===== src/rtl/pc_jump_unit.sv =====
// Registered next-PC unit: holds the PC, selects sequential/branch/region-jump/register targets,
// and keeps a circular return-address stack that is cross-checked on returns.
module pc_jump_unit #(
    parameter int                ADDR_W      = 32,
    parameter int                REGION_BITS = 4,
    parameter int                RAS_DEPTH   = 4,
    parameter logic [ADDR_W-1:0] RESET_PC    = '0
) (
    input  logic                            CLK,
    input  logic                            Reset,
    input  logic                            PCWre,
    input  logic [2:0]                      PCSrc,
    input  logic                            BranchTaken,
    input  logic [ADDR_W-1:0]               BranchOffset,
    input  logic [ADDR_W-REGION_BITS-3:0]   JumpIndex,
    input  logic [ADDR_W-1:0]               RegTarget,
    output logic [ADDR_W-1:0]               PC,
    output logic [ADDR_W-1:0]               PC4,
    output logic [ADDR_W-1:0]               RAS_Top,
    output logic                            RAS_Empty,
    output logic                            RAS_Full,
    output logic                            RAS_Miss,
    output logic                            AddrErr
);

    localparam int PTR_W = (RAS_DEPTH > 1) ? $clog2(RAS_DEPTH) : 1;
    localparam int CNT_W = $clog2(RAS_DEPTH + 1);

    localparam logic [2:0] SRC_SEQ    = 3'b000;
    localparam logic [2:0] SRC_BRANCH = 3'b001;
    localparam logic [2:0] SRC_JUMP   = 3'b010;
    localparam logic [2:0] SRC_JR     = 3'b011;
    localparam logic [2:0] SRC_CALL   = 3'b100;
    localparam logic [2:0] SRC_RET    = 3'b101;

    logic [ADDR_W-1:0] pc;
    logic [ADDR_W-1:0] ras_mem [RAS_DEPTH];
    logic [PTR_W-1:0]  ras_ptr;
    logic [CNT_W-1:0]  ras_count;
    logic              ras_miss;
    logic              addr_err;

    logic [ADDR_W-1:0] pc4;
    logic [ADDR_W-1:0] branch_target;
    logic [ADDR_W-1:0] region_target;
    logic [ADDR_W-1:0] reg_aligned;
    logic [ADDR_W-1:0] ras_top;
    logic [PTR_W-1:0]  ras_ptr_inc;
    logic              ras_empty;
    logic              ras_full;

    logic [ADDR_W-1:0] pc_next;
    logic              do_push;
    logic              do_pop;
    logic              miss_next;
    logic              addr_err_next;

    assign pc4           = pc + ADDR_W'(4);
    assign branch_target = pc4 + (BranchOffset << 2);
    assign region_target = {pc4[ADDR_W-1 -: REGION_BITS], JumpIndex, 2'b00};
    assign reg_aligned   = {RegTarget[ADDR_W-1:2], 2'b00};
    assign ras_ptr_inc   = ras_ptr + PTR_W'(1);
    assign ras_empty     = (ras_count == '0);
    assign ras_full      = (ras_count == CNT_W'(RAS_DEPTH));
    assign ras_top       = ras_empty ? '0 : ras_mem[ras_ptr];

    // NOTE: every signal gets a default before the case so no path can infer a latch.
    always_comb begin
        pc_next       = pc;
        do_push       = 1'b0;
        do_pop        = 1'b0;
        miss_next     = 1'b0;
        addr_err_next = 1'b0;
        if (PCWre) begin
            case (PCSrc)
                SRC_SEQ:    pc_next = pc4;
                SRC_BRANCH: pc_next = BranchTaken ? branch_target : pc4;
                SRC_JUMP:   pc_next = region_target;
                SRC_CALL: begin
                    pc_next = region_target;
                    do_push = 1'b1;
                end
                SRC_JR: begin
                    pc_next       = reg_aligned;
                    addr_err_next = (RegTarget[1:0] != 2'b00);
                end
                SRC_RET: begin
                    // The register value is architectural; the RAS only flags a misprediction.
                    pc_next       = reg_aligned;
                    do_pop        = 1'b1;
                    miss_next     = ras_empty || (ras_top != reg_aligned);
                    addr_err_next = (RegTarget[1:0] != 2'b00);
                end
                default: pc_next = pc;
            endcase
        end
    end

    // NOTE: sequential state uses non-blocking assignments only, so all registers see pre-edge values.
    always_ff @(posedge CLK or posedge Reset) begin
        if (Reset) begin
            pc        <= RESET_PC;
            ras_ptr   <= '0;
            ras_count <= '0;
            ras_miss  <= 1'b0;
            addr_err  <= 1'b0;
            // NOTE: the RAS storage is small and must read as zero after reset, so it is reset explicitly.
            for (int i = 0; i < RAS_DEPTH; i++) begin
                ras_mem[i] <= '0;
            end
        end else begin
            pc       <= pc_next;
            ras_miss <= miss_next;
            addr_err <= addr_err_next;
            if (do_push) begin
                // When full the incremented pointer lands on the oldest entry and overwrites it.
                ras_mem[ras_ptr_inc] <= pc4;
                ras_ptr              <= ras_ptr_inc;
                if (!ras_full) begin
                    ras_count <= ras_count + CNT_W'(1);
                end
            end else if (do_pop && !ras_empty) begin
                ras_ptr   <= ras_ptr - PTR_W'(1);
                ras_count <= ras_count - CNT_W'(1);
            end
        end
    end

    assign PC        = pc;
    assign PC4       = pc4;
    assign RAS_Top   = ras_top;
    assign RAS_Empty = ras_empty;
    assign RAS_Full  = ras_full;
    assign RAS_Miss  = ras_miss;
    assign AddrErr   = addr_err;

endmodule


===== config.mk =====
export PLATFORM = sky130hd
export DESIGN_NAME = pc_jump_unit
export DESIGN_NICKNAME = d
export VERILOG_FILES = /design/src/rtl/pc_jump_unit.sv
export SDC_FILE = /design/constraint.sdc
export NUM_CORES = 1
export LEC_CHECK = 0
export ABC_CLOCK_PERIOD_IN_PS = 9700
export CORE_ASPECT_RATIO = 0.9
export CORE_MARGIN = 3
export CORE_UTILIZATION = 50
export CTS_CLUSTER_DIAMETER = 40
export CTS_CLUSTER_SIZE = 25
export DETAILED_ROUTE_END_ITERATION = 16
export PLACE_DENSITY = 0.77
export SYNTH_ARGS = -nofsm -noshare
export SYNTH_HDL_FRONTEND = slang
export SYNTH_SLANG_ARGS = --single-unit

===== constraint.sdc =====
create_clock -name CLK -period 9.7 [get_ports CLK]
set_input_delay 0.97 -clock CLK [delete_from_list [all_inputs] [get_ports CLK]]
set_output_delay 0.97 -clock CLK [all_outputs]
set_load 0.05 [all_outputs]

==> summary.md <==
| Metric | Value |
|---|---|
| Post-synthesis sequential area ratio | `0.3878` |
| Post-synth EDFFs | `0` |
| Final count of negative-setup-slack endpoints | `0` |
| GRT Residual Overflow | `0` |
| First-pass GRT wire length | `50.03 mm` |
| Largest net degree at the start of global routing | `89` |
| Status | `finished, final reports clean` |
| Kind of critical path | `register to register` |
| Top cell type by total area after synthesis | `dfrtp_1` |
| Total clock buffers created by CTS | `17` |
| Top FF cell, synth | `dfrtp_1` |
| Synth top area cells | `dfrtp_1, a21oi_1, mux4_2` |
| Worst EP required | `10.00 ns` |
| Synth Cell Area | `0.01013 mm^2` |
| Clock sinks | `157` |
| Synth warn | `0` |
| VDD IR max | `0.0003969 V` |
| Commonest non-fill, non-tap cell in the layout | `clkdlybuf4s50_1` |
| IO Count | `197` |
| Layout cell share with drive strength beyond 1 | `0.08059` |
| Die Area | `0.02201 mm^2` |
| ANT cells | `0` |
| CP endpoint kind | `register` |
| Number of DRC markers in iteration 0 | `873` |
| Synth top area share | `0.3878` |
| CP Launch Type | `register` |
| Total Power | `4.306 mW` |
| Worst path top cell family by delay | `simple AND/OR/NAND/NOR gates` |
| Slowest library cell on the worst path | `xor2_1` |
| H-tree Lvls | `4` |
| Floorplan core area | `0.01952 mm^2` |
| Inst Count DP | `1496` |
| Routed Antenna Nets | `0` |
| Max Transition Viols Final | `0` |
| CP max FO | `10` |
| Via/cell ratio | `6.116` |
| Initial antenna violation count | `0` |
| CTS Hold Buffers Added | `0` |
| Initial Util | `0.5190` |
| Cells after synthesis | `1114` |
| Area Growth Syn to Fin | `25.37%` |
| Syn avg cell area | `9.093 um^2` |
| Most frequent cells in the layout | `clkdlybuf4s50_1, dfrtp_1, a21oi_1` |
| Clock Skews | `0.01434 ns` |
| Crit path time final | `5.251 ns` |
| Fmax | `0.1905 GHz` |
| Synth async-reset ratio | `1.000` |
| Critical Path AT | `5.55 ns` |
| GR Util All Layers | `0.2927` |
| TritonCTS clock tree | `yes` |
| Synth Register Bits | `157` |
| Hold crit path type | `register to register` |
| CTS max path bufs | `2` |
| Worst path max stage delay | `0.65 ns` |
| Nets | `1402` |
| Buf/Inv on CP | `1` |
| Final GP Congestion | `0.9698` |
| Post-synth cell types | `76` |
| Worst-Margin Slew | `1.269 ns` |
| Post-cts resize count | `0` |
| DP HPWL | `23.40 mm` |
| CTS root buffer | `clkbuf_16` |
| Clock transition at path regs | `0.06 ns` |
| TritonRoute pass-1 iters | `5` |
| WL per Instance | `21.01 um` |
| Final hold violation count | `0` |
| Max cap viols | `0` |
| RSZ-0062 raised after global routing | `no` |
| TNS Setup | `0 ns` |
| DRC Markers | `0` |
| Die X | `156.0 um` |
| Row count | `48` |
| WL final | `32.11 mm` |
| Static Leakage | `5.312 nW` |
| Fin crit share | `0.5413` |
| Crit-path cells | `ha_1 > nand4_1 > nor3_2 > and3_1 > nand3_1 > xor2_1 > inv_1 > ha_1 > nand2_1 > nor2_1 > and3_1 > or3b_2 > a21oi_1 > o311ai_1 > a22oi_1 > nor2_1 > o311ai_0` |
| Power density over cell area | `339.1 mW/mm^2` |
| Clk_lat worst skew | `0.44 ns` |
| Final cell count without fillers | `1528` |
| Via count | `9345` |
| IO buf count | `188` |
| Die height | `141.0 um` |
| Vias in the first global route | `9018` |
| Post-CTS setup buffer count | `0` |
| Slew headroom | `0.1541` |
## layer usage
| metal | part of all wire | GRT usage | vias to the layer above |
|---|---|---|---|
| li1 | - | - | 4279 |
| met1 | 0.41 | 0.4055 | 4522 |
| met2 | 0.47 | 0.4610 | 476 |
| met3 | 0.085 | 0.05433 | 68 |
| met4 | 0.037 | 0.1083 | 0 |
| met5 | 0 | 0 | - |
## final cells by class
cell class	instances	area, um^2
clock buffer	19	452.9
tap	250	312.8
clock inverter	13	130.1
sequential	157	3929
fill	1570	6819
multi-input combinational	827	5665
timing repair buffer	200	1972
inverter	62	237.7
## metrics by stage
step | worst slack [ns] | hold slack, ns | cell area, um^2 | util
finish | 4.449 | 0.4797 | 12700 | 0.6506
detailed placement | 4.590 | 0.4653 | 12120 | 0.6208
global route | 4.004 | 0.4994 | 12700 | 0.6506
CTS | 4.573 | 0.4794 | 12700 | 0.6506
global placement | 4.707 | 0.4568 | 12120 | 0.6208
floorplan | 4.495 | 0.4446 | 10150 | -
## final timing paths
| kind | endpoint | slack [ns] | depth (start not counted) | start |
|---|---|---|---|---|
| min in group asynchronous | ras_mem[37] | 1.06 | 2 | Reset |
| worst max-delay path | PC[31] | 4.45 | 17 | PC[2] |
| worst min register to register | ras_mem[78] | 0.48 | 2 | ras_mem[78] |
| max in group asynchronous | PC[26] | 7.22 | 3 | Reset |
| worst max register to register | PC[31] | 4.45 | 17 | PC[2] |
| worst min-delay path | ras_mem[78] | 0.48 | 2 | ras_mem[78] |
## synth_stat cells, drive strengths merged, types with 3 or more instances
| master | count |
|---|---|
| a211oi | 6 |
| a21o | 13 |
| a21oi | 142 |
| a221o | 3 |
| a221oi | 20 |
| a222oi | 3 |
| a31oi | 8 |
| and2 | 33 |
| and3 | 10 |
| buf | 26 |
| clkbuf | 47 |
| dfrtp | 157 |
| ha | 38 |
| inv | 62 |
| mux2 | 4 |
| mux4 | 30 |
| nand2 | 64 |
| nand2b | 6 |
| nand3 | 26 |
| nand3b | 3 |
| nand4 | 11 |
| nor2 | 135 |
| nor2b | 4 |
| nor3 | 17 |
| nor4 | 8 |
| o211ai | 3 |
| o21a | 18 |
| o21ai | 69 |
| o21bai | 7 |
| o221ai | 14 |
| o22ai | 4 |
| o311ai | 3 |
| o41ai | 4 |
| or3 | 3 |
| xnor2 | 39 |
| xor2 | 39 |
## power by group
| group | internal (mW) | switching [mW] |
|---|---|---|
| registers | 0.933 | 0.202 |
| clock network | 0.372 | 0.288 |
| logic | 0.944 | 1.57 |
## cells by family (layout without fill, tap and decap cells)
group,count (synthesis),count (layout),share of synthesized area
xor+xnor,78,78,0.06744
fa+ha+maj,40,40,0.05089
mux,35,35,0.07213
other cells,1,6,0.0003702
buf+inv,135,294,0.05558
compound gates,337,337,0.2071
simple gates,331,331,0.1586
flops,157,157,0.3878
## flip-flops by register name (all words and copies together), names as in the netlist
name,cells
AddrErr,1
ras_mem,120
PC,30
ras_count,3
ras_ptr,2
RAS_Miss,1
## tightest hold or removal path: cells and delay by family (launching register included)
kind | cells | cell delay, ns
flops | 1 | 0.34
simple gates | 1 | 0.05
compound gates | 1 | 0.06
(Power assumes the default switching activity.)
